$ cat src/rtl/systolic_feeder_if.sv
// Handshake and array-side bundle for systolic_feeder.
// slave is the feeder's view; master is the upstream source plus array sink.
interface systolic_feeder_if #(
    parameter int unsigned ARRAY_SIZE = 2,
    parameter int unsigned DATA_WIDTH = 4
);
    localparam int unsigned VW = ARRAY_SIZE * DATA_WIDTH;

    // weight row channel
    logic          w_valid;
    logic          w_ready;
    logic [VW-1:0] w_data;

    // activation vector channel
    logic          a_valid;
    logic          a_ready;
    logic [VW-1:0] a_data;
    logic          a_last;

    // array-facing outputs and status
    logic          load;
    logic [VW-1:0] weights;
    logic [VW-1:0] activations;
    logic          busy;
    logic          done;

    modport slave (
        input  w_valid, w_data, a_valid, a_data, a_last,
        output w_ready, a_ready, load, weights, activations, busy, done
    );

    modport master (
        output w_valid, w_data, a_valid, a_data, a_last,
        input  w_ready, a_ready, load, weights, activations, busy, done
    );
endinterface

$ cat src/rtl/systolic_feeder.sv
// Feeder for the systolic array: preloads ARRAY_SIZE weight rows, then streams
// activation vectors through a per-lane diagonal skew line, flushes zeros
// after the last vector and pulses done.
module systolic_feeder #(
    parameter int unsigned ARRAY_SIZE   = 2,
    parameter int unsigned DATA_WIDTH   = 4,
    parameter int unsigned FLUSH_CYCLES = 2 * ARRAY_SIZE
) (
    input  logic              clk,
    input  logic              reset,
    systolic_feeder_if.slave  bus
);
    localparam int unsigned VW     = ARRAY_SIZE * DATA_WIDTH;
    localparam int unsigned ROW_W  = (ARRAY_SIZE > 1) ? $clog2(ARRAY_SIZE) : 1;
    localparam int unsigned FCNT_W = (FLUSH_CYCLES > 0) ? $clog2(FLUSH_CYCLES + 1) : 1;
    localparam logic [ROW_W-1:0]  ROW_LAST  = ROW_W'(ARRAY_SIZE - 1);
    localparam logic [FCNT_W-1:0] FCNT_INIT = FCNT_W'(FLUSH_CYCLES);
    localparam logic [FCNT_W-1:0] FCNT_ONE  = FCNT_W'(1);

    typedef enum logic [1:0] {
        LOAD_W,
        STREAM,
        FLUSH
    } state_t;

    state_t              state_q;
    logic [ROW_W-1:0]    row_cnt_q;
    logic [FCNT_W-1:0]   flush_cnt_q;
    logic                load_q;
    logic [VW-1:0]       weights_q;
    logic                w_ready_q;
    logic                a_ready_q;
    logic                busy_q;
    logic                done_q;

    logic                w_xfer;
    logic                a_xfer;
    logic [VW-1:0]       inj_d;

    // Readies are registered and only ever high in their own state, so the
    // transfer qualifiers need no extra state decode.
    assign w_xfer = bus.w_valid & w_ready_q;
    assign a_xfer = bus.a_valid & a_ready_q;

    // Vector entering the skew line: accepted data, otherwise a zero bubble.
    always_comb begin
        inj_d = '0;
        if (a_xfer) begin
            inj_d = bus.a_data;
        end
    end

    // Control FSM with registered handshake, load and status outputs.
    always_ff @(posedge clk or negedge reset) begin
        if (!reset) begin
            state_q     <= LOAD_W;
            row_cnt_q   <= '0;
            flush_cnt_q <= '0;
            load_q      <= 1'b0;
            weights_q   <= '0;
            w_ready_q   <= 1'b1;
            a_ready_q   <= 1'b0;
            busy_q      <= 1'b0;
            done_q      <= 1'b0;
        end else begin
            load_q <= w_xfer;
            done_q <= 1'b0;
            if (w_xfer) begin
                weights_q <= bus.w_data;
            end

            case (state_q)
                LOAD_W: begin
                    if (w_xfer) begin
                        if (row_cnt_q == ROW_LAST) begin
                            row_cnt_q <= '0;
                            state_q   <= STREAM;
                            w_ready_q <= 1'b0;
                            a_ready_q <= 1'b1;
                            busy_q    <= 1'b1;
                        end else begin
                            row_cnt_q <= row_cnt_q + 1'b1;
                        end
                    end
                end

                STREAM: begin
                    if (a_xfer && bus.a_last) begin
                        a_ready_q <= 1'b0;
                        if (FLUSH_CYCLES == 0) begin
                            state_q   <= LOAD_W;
                            w_ready_q <= 1'b1;
                            busy_q    <= 1'b0;
                            done_q    <= 1'b1;
                        end else begin
                            state_q     <= FLUSH;
                            flush_cnt_q <= FCNT_INIT;
                        end
                    end
                end

                FLUSH: begin
                    if (flush_cnt_q == FCNT_ONE) begin
                        flush_cnt_q <= '0;
                        state_q     <= LOAD_W;
                        w_ready_q   <= 1'b1;
                        busy_q      <= 1'b0;
                        done_q      <= 1'b1;
                    end else begin
                        flush_cnt_q <= flush_cnt_q - 1'b1;
                    end
                end

                default: begin
                    state_q   <= LOAD_W;
                    row_cnt_q <= '0;
                    w_ready_q <= 1'b1;
                    a_ready_q <= 1'b0;
                    busy_q    <= 1'b0;
                end
            endcase
        end
    end

    // Skew line: lane i is an (i+1)-deep shift register; the oldest element
    // sits in the top slot and drives the lane output.
    for (genvar i = 0; i < ARRAY_SIZE; i++) begin : g_lane
        logic [(i+1)*DATA_WIDTH-1:0] line_q;
        logic [DATA_WIDTH-1:0]       lane_in;

        assign lane_in = inj_d[i*DATA_WIDTH +: DATA_WIDTH];

        if (i == 0) begin : g_first
            // Single-stage lane: register the injected element.
            always_ff @(posedge clk or negedge reset) begin
                if (!reset) begin
                    line_q <= '0;
                end else begin
                    line_q <= lane_in;
                end
            end
        end else begin : g_rest
            // Multi-stage lane: shift toward the top slot every cycle.
            always_ff @(posedge clk or negedge reset) begin
                if (!reset) begin
                    line_q <= '0;
                end else begin
                    line_q <= {line_q[i*DATA_WIDTH-1:0], lane_in};
                end
            end
        end

        assign bus.activations[i*DATA_WIDTH +: DATA_WIDTH] =
            line_q[(i+1)*DATA_WIDTH-1 -: DATA_WIDTH];
    end

    assign bus.w_ready = w_ready_q;
    assign bus.a_ready = a_ready_q;
    assign bus.load    = load_q;
    assign bus.weights = weights_q;
    assign bus.busy    = busy_q;
    assign bus.done    = done_q;
endmodule

$ cat src/flat_wrapper.sv
// flat-port wrapper written by rule: the top's interface ports become plain ports
module systolic_feeder_flat 
#(
    parameter int unsigned ARRAY_SIZE   = 2,
    parameter int unsigned DATA_WIDTH   = 4,
    parameter int unsigned FLUSH_CYCLES = 2 * ARRAY_SIZE
)
  (clk, reset, bus_w_valid, bus_w_data, bus_a_valid, bus_a_data, bus_a_last, bus_w_ready, bus_a_ready, bus_load, bus_weights, bus_activations, bus_busy, bus_done);
  systolic_feeder_if #(.ARRAY_SIZE(ARRAY_SIZE), .DATA_WIDTH(DATA_WIDTH)) bus_i ();
  input  logic clk;
  input  logic reset;
  input wire logic [$bits(bus_i.w_valid)-1:0] bus_w_valid;
  input wire logic [$bits(bus_i.w_data)-1:0] bus_w_data;
  input wire logic [$bits(bus_i.a_valid)-1:0] bus_a_valid;
  input wire logic [$bits(bus_i.a_data)-1:0] bus_a_data;
  input wire logic [$bits(bus_i.a_last)-1:0] bus_a_last;
  output wire logic [$bits(bus_i.w_ready)-1:0] bus_w_ready;
  output wire logic [$bits(bus_i.a_ready)-1:0] bus_a_ready;
  output wire logic [$bits(bus_i.load)-1:0] bus_load;
  output wire logic [$bits(bus_i.weights)-1:0] bus_weights;
  output wire logic [$bits(bus_i.activations)-1:0] bus_activations;
  output wire logic [$bits(bus_i.busy)-1:0] bus_busy;
  output wire logic [$bits(bus_i.done)-1:0] bus_done;
  assign bus_i.w_valid = bus_w_valid;
  assign bus_i.w_data = bus_w_data;
  assign bus_i.a_valid = bus_a_valid;
  assign bus_i.a_data = bus_a_data;
  assign bus_i.a_last = bus_a_last;
  assign bus_w_ready = bus_i.w_ready;
  assign bus_a_ready = bus_i.a_ready;
  assign bus_load = bus_i.load;
  assign bus_weights = bus_i.weights;
  assign bus_activations = bus_i.activations;
  assign bus_busy = bus_i.busy;
  assign bus_done = bus_i.done;
  systolic_feeder #(.ARRAY_SIZE(ARRAY_SIZE), .DATA_WIDTH(DATA_WIDTH), .FLUSH_CYCLES(FLUSH_CYCLES)) u_core (.clk(clk), .reset(reset), .bus(bus_i));
endmodule
$ cat config.mk
export PLATFORM = sky130hd
export DESIGN_NAME = systolic_feeder_flat
export DESIGN_NICKNAME = d
export VERILOG_FILES = /design/src/rtl/systolic_feeder_if.sv /design/src/rtl/systolic_feeder.sv /design/src/flat_wrapper.sv
export SDC_FILE = /design/constraint.sdc
export NUM_CORES = 1
export LEC_CHECK = 0
export CAP_MARGIN = 20
export CORE_MARGIN = 2
export CORE_UTILIZATION = 40
export DETAILED_ROUTE_END_ITERATION = 8
export PLACE_DENSITY = 0.71
export SETUP_SLACK_MARGIN = 0.15
export SYNTH_ARGS = -nofsm -noshare
export SYNTH_HDL_FRONTEND = slang
export SYNTH_SLANG_ARGS = --single-unit
$ cat constraint.sdc
create_clock -name clk -period 5.24 [get_ports clk]
set_input_delay 1.572 -clock clk [delete_from_list [all_inputs] [get_ports clk]]
set_output_delay 1.572 -clock clk [all_outputs]
set_load 0.1 [all_outputs]
==> impl_metrics.ini, run 1 <==
[cells_and_area]
layout_commonest_cell = clkdlybuf4s50_1
syn_to_final_growth_pct = 40.4
diodes = 0
layout-drive-gt1-share_pct = 12.2
final_cell_mix = 41 x clkdlybuf4s50_1, 30 x dfrtp_1, 8 x and3_1, 8 x mux2_1
nNetsFinal = 166

[sta]
fin_setup_tns_ps = 0
worst_pin_slew_ps = 978
slew_viol_final = 0
setup_viol = 0
slew_headroom_pct = 34.6
hold_slack_ps = 357
hold_violations = 0
min_period_ps = 3570
skew_ps = 9.49
fin_crit_sh_pct = 68.2
rsz0062_at_grt = false
fmax_mhz = 280

[global_routing]
grt_usage_pct = 13.6
first_global_vias = 846
grt_overflow = 0
grt_first_pass_wirelength_um = 3640
antenna_found_initial = 0
grt_max_degree = 32

[cts]
clk_transition_reported_paths_ps = 100
cts_setup_buffers = 0
cts.sinks = 31
cts_root_buffer = clkbuf_4
clk_latency_ps = 320
numCtsBuffers = 5
cts_hold_buf = 0
h-tree-depth = 2
cts_tree = yes
cts_resized = 0
cts_buffer_depth = 2

[yosys]
synth_fp_nets = 123
ys_types = 24
yosys_warnings = 0
yosysSeqAreaShare_pct = 60.9
netlist_area_um2 = 1280
synthFlopType = dfrtp_1
ys_ff_latch = 31
synth_edf_count = 0
synthCells = 95
syn_avg_cell_area_um2 = 13.4
ys_async_sr_fraction_pct = 100

[critical_path]
endpoint_kind = output port
path_max_fanout = 11
path_buf_inv = 1
crit_arrival_ps = 2000
slowest_delay_ps = 1180
crit_chain = clkdlybuf4s50_1
crit_required_ps = 3670
crit_type = reg2out
cp_top_family = buffers and inverters
cp_slowest_cell = clkdlybuf4s50_1
critPathLaunchType = flip-flop

[routing]
drt-total-wl_um = 2230
dr.max_layer_used = met4
num_vias = 848
met1_length_um = 885
wire_per_inst_um = 12.2
firstDrtPassIters = 4
drt_iter0_markers = 3
drc = 0
viasPerCell = 4.63
ant_nets = 0
wl_met2_um = 1170
dr_wl_met3_um = 145

[hold_path]
hp-class = reg2reg

[die]
die_area_um2 = 3660
initial_core_util_pct = 41.8
std_cell_rows = 20
die_w_um = 60.5
die_height_um = 60.5
io_pins = 42
fp.coreArea_um2 = 3050

[placement]
globalplace.congestion = 0.710
numPortBuffers = 41
hpwl_um = 1680

[status]
status = complete, no violations

[job]
maxCapViolCount = 0
flip-flops by register name (all words and copies together), names as in the netlist:
name and flops:
u_core.g_lane.line_q 12, u_core.bus.weights 8, u_core.flush_cnt_q 3, u_core.state_q 2
u_core.bus.a_ready 1, u_core.bus.busy 1, u_core.bus.done 1, u_core.bus.load 1
u_core.bus.w_ready 1, u_core.row_cnt_q 1
kinds of logic after synthesis:
logic type / share of synthesized area, %
AO/OA/AOI/OAI: 5.88
multiplexers: 13.1
adder cells (fa/ha/maj): 6.86
buffers and inverters: 5.10
flip-flops: 60.9
AND/OR/NAND/NOR: 8.14
final timing paths:
kind                       cells after the start  slack [ps]                         end                       start
max in group asynchronous                      2        3300          u_core.bus.w_ready                       reset
max                                            1        1670                 bus_a_ready          u_core.bus.a_ready
max reg2reg                                    4        3410             u_core.bus.busy          u_core.bus.w_ready
min reg2reg                                    0         360  u_core.g_lane[1].line_q[5]  u_core.g_lane[1].line_q[1]
min                                            0         360  u_core.g_lane[1].line_q[5]  u_core.g_lane[1].line_q[1]
min in group asynchronous                      2        1620  u_core.g_lane[1].line_q[0]                       reset
final cells by class:
cell class | instances | area, um2
clock buffers | 5 | 37.5
clock inverters | 3 | 43.8
multi-input cells | 51 | 434
repair buffers | 42 | 418
fillers | 264 | 1260
inverters | 7 | 26.3
well taps | 44 | 55.1
flip-flops and latches | 31 | 777
cells in the mapped netlist (2+ instances only):
library cell | count | area share, %
dfrtp_1 | 30 | 59
and3_1 | 8 | 3.9
mux2_1 | 8 | 7.1
ha_1 | 7 | 6.9
inv_1 | 7 | 2.1
mux2_2 | 6 | 5.3
nand2_1 | 5 | 1.5
buf_4 | 4 | 2.4
a21oi_1 | 2 | 0.78
nor2b_1 | 2 | 0.98
o22ai_1 | 2 | 0.98
o2bb2ai_1 | 2 | 1.4
stage by stage:
step / utilization [%] / instance area [um2] / setup WS (ps) / instances
after floorplan: - / 1280 / 2690 / 95
after global placement: 56.0 / 1710 / 1930 / 175
after detailed placement: 56.0 / 1710 / 1880 / 175
after CTS: 58.7 / 1790 / 1640 / 183
after global routing: 58.7 / 1790 / 1580 / 183
final: 58.7 / 1790 / 1670 / 183
routing by layer:
metal / global-route usage [%] / vias to the layer above
met4: 3.73 / 0
met1: 14.8 / 410
met5: 0 / -
li1: - / 409
met2: 24.5 / 25
met3: 5.33 / 4
Power of run 1 is left out: the tool's default activity adds up to more than one toggle a clock period on the data nets, which glitch-free logic cannot reach.
==> run 2, diff against run 1 <==
--- a/config.mk
+++ b/config.mk
@@ -9,7 +9,7 @@
 export CORE_MARGIN = 2
 export CORE_UTILIZATION = 40
 export DETAILED_ROUTE_END_ITERATION = 8
-export PLACE_DENSITY = 0.71
+export PLACE_DENSITY = 0.74
 export SETUP_SLACK_MARGIN = 0.15
 export SYNTH_ARGS = -nofsm -noshare
 export SYNTH_HDL_FRONTEND = slang
==> constraint.sdc (replaced) <==
create_clock -name clk -period 2.9 [get_ports clk]
set_input_delay 0.87 -clock clk [delete_from_list [all_inputs] [get_ports clk]]
set_output_delay 0.87 -clock clk [all_outputs]
set_load 0.1 [all_outputs]
==> impl_metrics.ini, run 2 (synthesis gave the netlist of run 1 again) <==
[status]
status = complete, no violations

[critical_path]
crit_chain = clkdlybuf4s50_1, nand3_1, nand2_1, nor3b_1, mux2_1
crit_required_ps = 3110
critPathLaunchType = input port
endpoint_kind = flip-flop
slowest_delay_ps = 580
crit_type = in2reg
path_max_fanout = 9
cp_slowest_cell = clkdlybuf4s50_1
crit_arrival_ps = 2340

[sta]
fin_crit_sh_pct = 73.4
min_period_ps = 2130
hold_slack_ps = 344
fmax_mhz = 470
rsz0062_at_grt = false
fin_setup_tns_ps = 0
skew_ps = 8.88
setup_viol = 0
worst_pin_slew_ps = 352
slew_viol_final = 0
hold_violations = 0
slew_headroom_pct = 76.5

[routing]
drc = 0
num_vias = 840
wire_per_inst_um = 12.2
firstDrtPassIters = 6
viasPerCell = 4.57
ant_nets = 0
drt-total-wl_um = 2240
drt_iter0_markers = 14

[cts]
cts_resized = 0
cts_tree = yes
numCtsBuffers = 5
h-tree-depth = 2
clk_latency_ps = 330
cts_setup_buffers = 0
cts_root_buffer = clkbuf_4
cts.sinks = 31
clk_transition_reported_paths_ps = 100
cts_hold_buf = 0
cts_buffer_depth = 2

[placement]
hpwl_um = 1690
globalplace.congestion = 0.773
place_area_um2 = 1670
dp_cells = 176
numPortBuffers = 41

[cells_and_area]
stdcell_area_um2 = 1750
largest_reg_flops = 12
diodes = 0
nNetsFinal = 167
instances_no_fill = 184
layout_commonest_cell = dfrtp_1
regArea_um2 = 777
top_register = u_core.g_lane.line_q
layout-drive-gt1-share_pct = 27.9
fill_cells = 262
multiInputGateArea_um2 = 434
final_cell_mix = 30 x dfrtp_1, 23 x buf_4, 20 x clkdlybuf4s50_1
syn_to_final_growth_pct = 37.3

[global_routing]
antenna_found_initial = 0
first_global_vias = 800
grt_first_pass_wirelength_um = 3590
grt_overflow = 0
grt_usage_pct = 14.0
grt_max_degree = 24

[die]
initial_core_util_pct = 41.8
die_height_um = 60.5
fp.coreArea_um2 = 3050
die_area_um2 = 3660
std_cell_rows = 20
io_pins = 42
die_w_um = 60.5

[hold_path]
hp-class = reg2reg

[job]
maxCapViolCount = 0
[run 2: cell count changes in the layout (fill, tap and decap cells not counted), sizes merged]
cell	before	now
buf	1	23
clkdlybuf4s50	41	20
clkbuf	5	6
clkinv	2	1
[run 2: final timing paths]
kind | from | endpoint | slack, ps | cells after the start
worst max-delay path | bus_a_valid | u_core.bus.a_ready | 770 | 5
worst min-delay path | u_core.g_lane[1].line_q[2] | u_core.g_lane[1].line_q[6] | 340 | 0
worst max register to register | u_core.state_q[1] | u_core.state_q[1] | 1060 | 6
worst min register to register | u_core.g_lane[1].line_q[2] | u_core.g_lane[1].line_q[6] | 340 | 0
max in group asynchronous | reset | u_core.bus.w_ready | 1430 | 2
min in group asynchronous | reset | u_core.g_lane[1].line_q[7] | 800 | 1
[run 2: stage by stage]
| stage | worst slack (ps) | utilization (%) |
|---|---|---|
| 6_report | 770 | 57.4 |
| 5_1_grt | 713 | 57.4 |
| 4_1_cts | 794 | 57.4 |
| 3_5_place_dp | 444 | 54.5 |
| 3_3_place_gp | 512 | 54.5 |
| 2_1_floorplan | 864 | - |
[run 2: area by class of cell]
cell class	count	area share (%)
Clock buffer	6	2.93
Clock inverter	2	2.00
Inverter	7	1.50
Multi-Input combinational cell	51	24.8
Sequential cell	31	44.4
Tap cell	44	3.14
Timing Repair Buffer	43	21.3
[run 2: metal layers]
| layer | global-route usage, % | part of all wire [%] | up-vias |
|---|---|---|---|
| li1 | - | - | 413 |
| met1 | 16.1 | 43 | 392 |
| met2 | 22.0 | 47 | 30 |
| met3 | 6.82 | 9.0 | 5 |
| met4 | 6.83 | 1.4 | 0 |
| met5 | 0 | 0 | - |
[run 2: worst max-delay path: cells and delay by family]
kind	cells	cell delay (ps)
muxes	1	350
and+or+nand+nor	3	540
buffers and inverters	1	580
Power of run 2 is left out for the same reason.
